File: src/rtl/cpu_run_ctrl_if.sv
// -----------------------------------------------------------------------------
// cpu_run_ctrl_if
//
// Bundles the board-side controls, the breakpoint/PC compare inputs and the
// execution-control outputs of cpu_run_ctrl into one interface.
//
//   btn_step  raw single-step push button (asynchronous, bouncy)
//   sw_run    run switch level
//   sw_speed  run-rate select (period 2^(DIV_SHIFT + 2*sw_speed))
//   bp_en     breakpoint enable
//   bp_addr   breakpoint PC
//   pc        current CPU PC, fed back from the datapath
//   cpu_ce    one-cycle clock enable to the CPU
//   state     0 HALT, 1 RUN, 2 STEP, 3 BREAK
//   halted    high whenever state != RUN
//   bp_hit    one-cycle pulse when a breakpoint stops the run
//   inst_cnt  number of cpu_ce pulses since reset (wraps)
//
// Modports:
//   master  board / testbench side: drives the inputs, observes the outputs
//   slave   the controller itself
// -----------------------------------------------------------------------------
interface cpu_run_ctrl_if;
    logic        btn_step;
    logic        sw_run;
    logic [1:0]  sw_speed;
    logic        bp_en;
    logic [31:0] bp_addr;
    logic [31:0] pc;

    logic        cpu_ce;
    logic [1:0]  state;
    logic        halted;
    logic        bp_hit;
    logic [31:0] inst_cnt;

    modport master (
        output btn_step, sw_run, sw_speed, bp_en, bp_addr, pc,
        input  cpu_ce, state, halted, bp_hit, inst_cnt
    );

    modport slave (
        input  btn_step, sw_run, sw_speed, bp_en, bp_addr, pc,
        output cpu_ce, state, halted, bp_hit, inst_cnt
    );
endinterface

File: src/rtl/cpu_run_ctrl.sv
// -----------------------------------------------------------------------------
// cpu_run_ctrl
//
// Execution controller for the 54-instruction CPU. Instead of a divided clock
// the CPU runs on the board clock and advances one instruction per cpu_ce
// pulse. Three ways of producing pulses:
//   - free run at a switch-selected rate,
//   - single step from a debounced push button,
//   - a PC breakpoint that stops the free run before the matching
//     instruction executes.
//
// Ports:
//   clk_in  board clock (single clock domain)
//   reset   synchronous, active-high; clears all state
//   bus     cpu_run_ctrl_if.slave -- switches, button, breakpoint, pc in;
//           cpu_ce, state, halted, bp_hit, inst_cnt out
//
// Parameters:
//   DEBOUNCE_CYCLES  stable cycles needed to accept a new button level
//   DEBOUNCE_W       debounce counter width, 2^DEBOUNCE_W > DEBOUNCE_CYCLES
//   DIV_SHIFT        log2 of the run period at sw_speed = 0
// -----------------------------------------------------------------------------
module cpu_run_ctrl #(
    parameter int DEBOUNCE_CYCLES = 1000000,
    parameter int DEBOUNCE_W      = 20,
    parameter int DIV_SHIFT       = 18
) (
    input  logic          clk_in,
    input  logic          reset,
    cpu_run_ctrl_if.slave bus
);

    // Enough divider bits for the slowest rate, 2^(DIV_SHIFT + 6).
    localparam int DIV_W = DIV_SHIFT + 6;

    localparam logic [1:0] ST_HALT  = 2'd0;
    localparam logic [1:0] ST_RUN   = 2'd1;
    localparam logic [1:0] ST_STEP  = 2'd2;
    localparam logic [1:0] ST_BREAK = 2'd3;

    localparam logic [DEBOUNCE_W-1:0] DB_LAST = DEBOUNCE_W'(DEBOUNCE_CYCLES - 1);
    localparam logic [DEBOUNCE_W-1:0] DB_ONE  = DEBOUNCE_W'(1);
    localparam logic [DIV_W-1:0]      DIV_ONE = DIV_W'(1);

    // Low-bit mask selecting one run period: P-1 with P = 2^(DIV_SHIFT+2*speed).
    // At the slowest speed the shift equals the counter width and the mask
    // becomes all ones.
    function automatic logic [DIV_W-1:0] period_mask(input logic [1:0] speed);
        logic [DIV_W-1:0] ones;
        int unsigned      shamt;
        ones  = '1;
        shamt = DIV_SHIFT + 2 * int'(speed);
        return ~(ones << shamt);
    endfunction

    // ---------------------------------------------------------------------
    // Button synchronizer (stage p0 -> p1)
    // ---------------------------------------------------------------------
    logic btn_sync_p0;
    logic btn_sync_p1;

    // ---------------------------------------------------------------------
    // Debouncer: accept a new level only after DEBOUNCE_CYCLES consecutive
    // differing samples; emit step_req on an accepted press.
    // ---------------------------------------------------------------------
    logic                  db_level;
    logic [DEBOUNCE_W-1:0] db_cnt;
    logic                  step_req;
    logic                  db_differs;
    logic                  db_accept;

    assign db_differs = (btn_sync_p1 != db_level);
    assign db_accept  = db_differs && (db_cnt == DB_LAST);

    always_ff @(posedge clk_in) begin
        if (reset) begin
            btn_sync_p0 <= 1'b0;
            btn_sync_p1 <= 1'b0;
            db_level    <= 1'b0;
            db_cnt      <= '0;
            step_req    <= 1'b0;
        end else begin
            btn_sync_p0 <= bus.btn_step;
            btn_sync_p1 <= btn_sync_p0;
            step_req    <= 1'b0;
            if (!db_differs) begin
                db_cnt <= '0;
            end else if (db_accept) begin
                db_level <= btn_sync_p1;
                db_cnt   <= '0;
                // Only the press is a request; an accepted release is silent.
                step_req <= btn_sync_p1;
            end else begin
                db_cnt <= db_cnt + DB_ONE;
            end
        end
    end

    // ---------------------------------------------------------------------
    // Run-rate divider and run FSM
    // ---------------------------------------------------------------------
    logic [1:0]       state_q;
    logic [1:0]       state_nxt;
    logic             ce_q;
    logic             ce_nxt;
    logic             hit_q;
    logic             hit_nxt;
    logic             halted_q;
    logic             skip_q;
    logic             skip_nxt;
    logic [31:0]      inst_q;
    logic [DIV_W-1:0] div_cnt;
    logic [DIV_W-1:0] div_nxt;
    logic [DIV_W-1:0] div_mask;
    logic             tick;
    logic             bp_match;

    // The divider value held during a RUN cycle is (cycles since entry - 1).
    // The pulse decision looks at the value the counter is about to take, so
    // cpu_ce is high in exactly the cycle whose counter value has all period
    // bits set (first pulse on the P-th cycle in RUN).
    assign div_nxt  = div_cnt + DIV_ONE;
    assign div_mask = period_mask(bus.sw_speed);
    assign tick     = ((div_nxt & div_mask) == div_mask);
    assign bp_match = bus.bp_en && (bus.pc == bus.bp_addr);

    always_comb begin
        state_nxt = state_q;
        ce_nxt    = 1'b0;
        hit_nxt   = 1'b0;
        skip_nxt  = skip_q;
        case (state_q)
            ST_HALT: begin
                // Run wins over a coincident step; the step is dropped.
                if (bus.sw_run) begin
                    state_nxt = ST_RUN;
                    skip_nxt  = 1'b1;
                end else if (step_req) begin
                    state_nxt = ST_STEP;
                    ce_nxt    = 1'b1;
                end
            end
            ST_RUN: begin
                if (!bus.sw_run) begin
                    state_nxt = ST_HALT;
                end else if (tick) begin
                    // skip lets the first tick after a resume execute the
                    // instruction sitting at the breakpoint address.
                    if (bp_match && !skip_q) begin
                        state_nxt = ST_BREAK;
                        hit_nxt   = 1'b1;
                    end else begin
                        ce_nxt   = 1'b1;
                        skip_nxt = 1'b0;
                    end
                end
            end
            ST_STEP: begin
                // With the run switch still up, park in BREAK rather than
                // silently resuming the free run.
                state_nxt = bus.sw_run ? ST_BREAK : ST_HALT;
            end
            default: begin
                if (!bus.sw_run) begin
                    state_nxt = ST_HALT;
                end else if (step_req) begin
                    state_nxt = ST_STEP;
                    ce_nxt    = 1'b1;
                end
            end
        endcase
    end

    always_ff @(posedge clk_in) begin
        if (reset) begin
            state_q  <= ST_HALT;
            ce_q     <= 1'b0;
            hit_q    <= 1'b0;
            halted_q <= 1'b1;
            skip_q   <= 1'b0;
            inst_q   <= '0;
            div_cnt  <= '0;
        end else begin
            state_q  <= state_nxt;
            ce_q     <= ce_nxt;
            hit_q    <= hit_nxt;
            halted_q <= (state_nxt != ST_RUN);
            skip_q   <= skip_nxt;
            if (ce_nxt) begin
                inst_q <= inst_q + 32'd1;
            end
            // Counts only while staying in RUN; entering RUN starts at zero.
            if ((state_q == ST_RUN) && (state_nxt == ST_RUN)) begin
                div_cnt <= div_nxt;
            end else begin
                div_cnt <= '0;
            end
        end
    end

    assign bus.cpu_ce   = ce_q;
    assign bus.state    = state_q;
    assign bus.halted   = halted_q;
    assign bus.bp_hit   = hit_q;
    assign bus.inst_cnt = inst_q;

endmodule
File: src/flat_wrapper.sv
// flat-port wrapper written by rule: the top's interface ports become plain ports
module cpu_run_ctrl_flat 
#(
    parameter int DEBOUNCE_CYCLES = 1000000,
    parameter int DEBOUNCE_W      = 20,
    parameter int DIV_SHIFT       = 18
)
  (clk_in, reset, bus_btn_step, bus_sw_run, bus_sw_speed, bus_bp_en, bus_bp_addr, bus_pc, bus_cpu_ce, bus_state, bus_halted, bus_bp_hit, bus_inst_cnt);
  cpu_run_ctrl_if bus_i ();
  input  logic clk_in;
  input  logic reset;
  input wire logic [$bits(bus_i.btn_step)-1:0] bus_btn_step;
  input wire logic [$bits(bus_i.sw_run)-1:0] bus_sw_run;
  input wire logic [$bits(bus_i.sw_speed)-1:0] bus_sw_speed;
  input wire logic [$bits(bus_i.bp_en)-1:0] bus_bp_en;
  input wire logic [$bits(bus_i.bp_addr)-1:0] bus_bp_addr;
  input wire logic [$bits(bus_i.pc)-1:0] bus_pc;
  output wire logic [$bits(bus_i.cpu_ce)-1:0] bus_cpu_ce;
  output wire logic [$bits(bus_i.state)-1:0] bus_state;
  output wire logic [$bits(bus_i.halted)-1:0] bus_halted;
  output wire logic [$bits(bus_i.bp_hit)-1:0] bus_bp_hit;
  output wire logic [$bits(bus_i.inst_cnt)-1:0] bus_inst_cnt;
  assign bus_i.btn_step = bus_btn_step;
  assign bus_i.sw_run = bus_sw_run;
  assign bus_i.sw_speed = bus_sw_speed;
  assign bus_i.bp_en = bus_bp_en;
  assign bus_i.bp_addr = bus_bp_addr;
  assign bus_i.pc = bus_pc;
  assign bus_cpu_ce = bus_i.cpu_ce;
  assign bus_state = bus_i.state;
  assign bus_halted = bus_i.halted;
  assign bus_bp_hit = bus_i.bp_hit;
  assign bus_inst_cnt = bus_i.inst_cnt;
  cpu_run_ctrl #(.DEBOUNCE_CYCLES(DEBOUNCE_CYCLES), .DEBOUNCE_W(DEBOUNCE_W), .DIV_SHIFT(DIV_SHIFT)) u_core (.clk_in(clk_in), .reset(reset), .bus(bus_i));
endmodule
File: config.mk
export PLATFORM = sky130hd
export DESIGN_NAME = cpu_run_ctrl_flat
export DESIGN_NICKNAME = d
export VERILOG_FILES = /design/src/rtl/cpu_run_ctrl_if.sv /design/src/rtl/cpu_run_ctrl.sv /design/src/flat_wrapper.sv
export SDC_FILE = /design/constraint.sdc
export NUM_CORES = 1
export LEC_CHECK = 0
export CORE_MARGIN = 2
export CORE_UTILIZATION = 46
export CTS_CLUSTER_SIZE = 40
export DETAILED_ROUTE_END_ITERATION = 6
export PLACE_DENSITY = 0.74
export SYNTH_ARGS = -nofsm -noshare
export SYNTH_HDL_FRONTEND = slang
export SYNTH_SLANG_ARGS = --single-unit
File: constraint.sdc
create_clock -name clk_in -period 8.7 [get_ports clk_in]
set_input_delay 1.305 -clock clk_in [delete_from_list [all_inputs] [get_ports clk_in]]
set_output_delay 1.305 -clock clk_in [all_outputs]
set_load 0.01 [all_outputs]
==> impl_summary.md <==
Status
The run finished with clean final reports.

Critical path
The arrival time at the worst endpoint is 4.28 ns. The cell at the slowest stage of the critical path is sky130_fd_sc_hd__o31a_2. The maximum fanout along the worst path is between 60 and 70. Walking the worst path, the cells encountered are clkdlybuf4s50_1, xor2_1, nor4_1, nand4b_1, or4_1, o21ai_0, o31a_2, o21ai_0, a21oi_1.

The kind of launch point of the worst setup path is a primary input. Among the stages of the critical path, the cell type that occurs most often is sky130_fd_sc_hd__o21ai_0. The classification of the worst setup path is primary input to register. The maximum cell stage delay along the critical path is between 0.8 and 0.9 ns. The kind of end point of the critical path is a register.

The category of cells accounting for the largest share of critical-path delay is compound AO/OA/AOI/OAI gates. The data required time of the critical path is approximately 9.0 ns. The combined buffer and inverter count along the critical path is 1.

STA
For the final database, setup skew stands at between 0.006 and 0.007 ns. The minimum clock period after layout is between 3 and 4 ns. The hold violation count in the final report is 0. The maximum operating frequency is about 0.25 GHz. Setup repair after global routing left no endpoint under its margin.

The final number of max-transition violations came to 0. Across all setup checks in the final design, the least slack found is around 4.7 ns. After routing, the total negative slack on setup checks comes to 0 ns.

The final count of negative-setup-slack endpoints is 0. After layout, the worst path uses 45.87% of the clock period. For the pin with the worst max-slew slack, the measured transition is about 0.98 ns.

Headroom to the max-slew limit came out at around 35%.

Floorplanning
The floorplan die height is a little over 100 um. Once the floorplan was initialized, standard cells occupied a little under half of the core. After floorplanning, the core was sized to cover 0.009328 mm2. During I/O placement, the number of pins put on the boundary was 108. The x dimension of the die is slightly above 100 um. The site row count is 35. The die covers 0.01046 mm2.

Drt
The first detailed-routing pass took 4 iterations. The count of nets left with antenna violations once routing finished came out at 0. The routed via count is approximately 4,200. Dividing the detail-routed via count by the number of cells gives approximately 5.5. The iteration-0 DRC count of the detailed router is 146. The post-detailed-routing wire length is about 11,000 um. After detailed routing, the number of remaining DRC violations is 0. In the final routed layout, each cell accounts on average for ~14 um.

Pwr
In this run the power density over the cells is 126.9 mW/mm2. VDD sags by at most ~0.000054 V. The part of the power in registers is 53.9%. The clock share of power is 38.3%.

The net switching component of the power is 168.7 uW. The cell-internal power is about 570 uW. The cell leakage power is 1.842 nW. Of the total power, the share spent switching nets is a little under a quarter.

Per report_power, the combinational group accounts for under 10% of the total.

Global routing
The maximum number of pins on one net before global-route repair is 64. The global-route wire length before repair is 17,130 um. Global routing finished with a remaining overflow of 0. The global-route usage over all layers is 20.25%. The number of global-route vias before repair is just under 4,000. The number of antenna violations at the first check in global routing came to 0.

Placed design
At the end of routability-driven placement, the weighted congestion stood at slightly above 0.8. OpenSTA, run right after detailed placement, puts the worst setup slack at 4.300 ns. The count of buffers inserted at the top-level ports is 107. The placed instance count is between 700 and 800. Summed over all nets, the half-perimeter wirelength after detailed placement is 7715 um.

Clock network
The clock tree from TritonCTS is built. The maximum buffer depth of the clock tree is 2. The insertion delay to the later sink of the worst-skew pair is between 0.3 and 0.4 ns. The tree is rooted in a sky130_fd_sc_hd__clkbuf_8.

Clock-pin slew was measured on the worst setup and hold paths at 0.09 ns. The clock buffer count from CTS is 9. The buffers inserted during post-CTS setup optimization is 0. The number of hold buffers added after cts is 0.

The total number of H-tree levels is 3. The number of clock sinks seen by CTS is between 80 and 90. The number of gates resized after CTS is 0.

Synth
For this run, the leading register cell type out of synthesis is sky130_fd_sc_hd__dfxtp_1. The sequential share of the synthesized area is around two fifths. Counting flops with an async set or reset pin after synthesis yields a share of 0%. The share of Yosys cell area claimed by the top area cell type is 38.74%. The number of different library cells in the post-synthesis netlist is between 40 and 50. In this run, synthesis inferred 0 flip-flops with an integrated enable. The synthesis-stage register bit count is 86. The biggest area contributor in the post-synthesis netlist is sky130_fd_sc_hd__dfxtp_1. Ranked by total cell area, the synthesized netlist is headed by sky130_fd_sc_hd__dfxtp_1, sky130_fd_sc_hd__xor2_1, sky130_fd_sc_hd__nor2_1, sky130_fd_sc_hd__xnor2_1, sky130_fd_sc_hd__a21oi_1. In this run the mean area of a mapped cell was between 8 and 9 um2. The number of nets in the synthesized netlist is roughly 600.

The area of the mapped netlist is 0.004444 mm2. The number of warnings issued by yosys is 0. The gate count after technology mapping is between 500 and 600.

Finish
The final-layout fill cell count is around 860. The top cell types in the final layout, fill and taps aside, are sky130_fd_sc_hd__clkdlybuf4s50_1, sky130_fd_sc_hd__dfxtp_1, sky130_fd_sc_hd__nor2_1. The signed area change from the synthesized netlist to the final layout is 30.26%. The total number of nets in the final design is 704. The post-route netlist has 3.943% of its cells at a drive strength greater than 1. The most common cell after layout, fill and taps aside is sky130_fd_sc_hd__clkdlybuf4s50_1. The number of diodes added for antenna fixing is 0. The non-filler instance count after layout is ~760.

Flow run
The tool flagged a number of max-cap violations equal to 0.

Worst hold path
In this run the worst hold path is classified as register to register.
-- through the flow --
step | area (um2) | hold WS (ns) | power (mW) | util (%)
2_1_floorplan | 4444 | 0.4138 | 0.4233 | -
3_3_place_gp | 5593 | 0.4433 | 0.4617 | 59.96
3_5_place_dp | 5593 | 0.4363 | 0.4631 | 59.96
4_1_cts | 5789 | 0.4605 | 0.7417 | 62.07
5_1_grt | 5789 | 0.4770 | 0.7612 | 62.07
6_report | 5789 | 0.4577 | 0.7346 | 62.07
-- layer usage --
metal | vias to the layer above | global-route usage, % | wire (um)
met5 | - | 0 | 0
met4 | 0 | 7.487 | 159
met3 | 14 | 5.404 | 1008
met2 | 135 | 34.41 | 4816
met1 | 1939 | 24.63 | 4657
li1 | 2103 | - | -
-- state kept, by name, summed over array words and instances (netlist names), 2 cells and up --
name	flops
u_core.bus.inst_cnt	32
u_core.div_cnt	24
u_core.bus.state	2
u_core.db_cnt	20
-- area by class of cell --
class	count	area [um2]	share of cell area, %
multi-input cells	419	2613	45.13
flip-flops and latches	86	1722	29.74
repair buffers	108	1079	18.63
well taps	129	161.4	2.788
clock buffers	9	123.9	2.140
clock inverters	7	72.57	1.254
inverters	5	18.77	0.3242
-- final timing paths --
kind,start,end,slack [ns],cells after the start
setup / recovery,bus_bp_addr[1],u_core.bus.inst_cnt[3],4.71,9
hold / removal,u_core.btn_sync_p0,u_core.btn_sync_p1,0.46,1
setup reg to reg,u_core.div_cnt[0],u_core.bus.inst_cnt[27],5.17,9
hold reg to reg,u_core.btn_sync_p0,u_core.btn_sync_p1,0.46,1
-- cell families (layout without fill, tap and decap cells) --
family                   after synthesis  count (layout)  synth area share, %
AND/OR/NAND/NOR                      258             258                31.84
flip-flops                            86              86                38.74
AO/OA/AOI/OAI                         82              82                10.95
XOR/XNOR                              73              73                14.39
buffers and inverters                 27             129                2.506
adder cells (fa/ha/maj)                4               4                1.126
multiplexers                           2               2               0.4505
-- worst reg2reg max path, delay by kind of cell, from the launching register on --
family	cells	cell delay, ns
AND/OR/NAND/NOR	4	1.42
AO/OA/AOI/OAI	4	1.40
flip-flops	1	0.40
adder cells (fa/ha/maj)	1	0.24
-- Yosys cell counts (3+ instances only) --
| cell | number |
|---|---|
| sky130_fd_sc_hd__a21oi_1 | 34 |
| sky130_fd_sc_hd__and3_1 | 15 |
| sky130_fd_sc_hd__and4_1 | 4 |
| sky130_fd_sc_hd__clkbuf_1 | 17 |
| sky130_fd_sc_hd__dfxtp_1 | 86 |
| sky130_fd_sc_hd__ha_1 | 4 |
| sky130_fd_sc_hd__inv_1 | 5 |
| sky130_fd_sc_hd__nand2_1 | 37 |
| sky130_fd_sc_hd__nand2b_1 | 3 |
| sky130_fd_sc_hd__nand3_1 | 33 |
| sky130_fd_sc_hd__nand3b_1 | 4 |
| sky130_fd_sc_hd__nand4_1 | 17 |
| sky130_fd_sc_hd__nor2_1 | 65 |
| sky130_fd_sc_hd__nor2b_1 | 6 |
| sky130_fd_sc_hd__nor3_1 | 10 |
| sky130_fd_sc_hd__nor4_1 | 10 |
| sky130_fd_sc_hd__nor4b_1 | 4 |
| sky130_fd_sc_hd__o21ai_0 | 23 |
| sky130_fd_sc_hd__o31ai_1 | 14 |
| sky130_fd_sc_hd__or3_1 | 22 |
| sky130_fd_sc_hd__or4_1 | 16 |
| sky130_fd_sc_hd__xnor2_1 | 22 |
| sky130_fd_sc_hd__xor2_1 | 51 |
-- power groups by stage --
stage / Clock [mW] / Sequential [mW] / Combinational (mW)
after detailed placement: 0 / 0.406 / 0.0575
after global routing: 0.303 / 0.397 / 0.0614
after floorplan: 0 / 0.405 / 0.0184
final: 0.281 / 0.396 / 0.0572
after CTS: 0.288 / 0.396 / 0.0578
after global placement: 0 / 0.406 / 0.0562
Power figures use the tool's default switching activity.
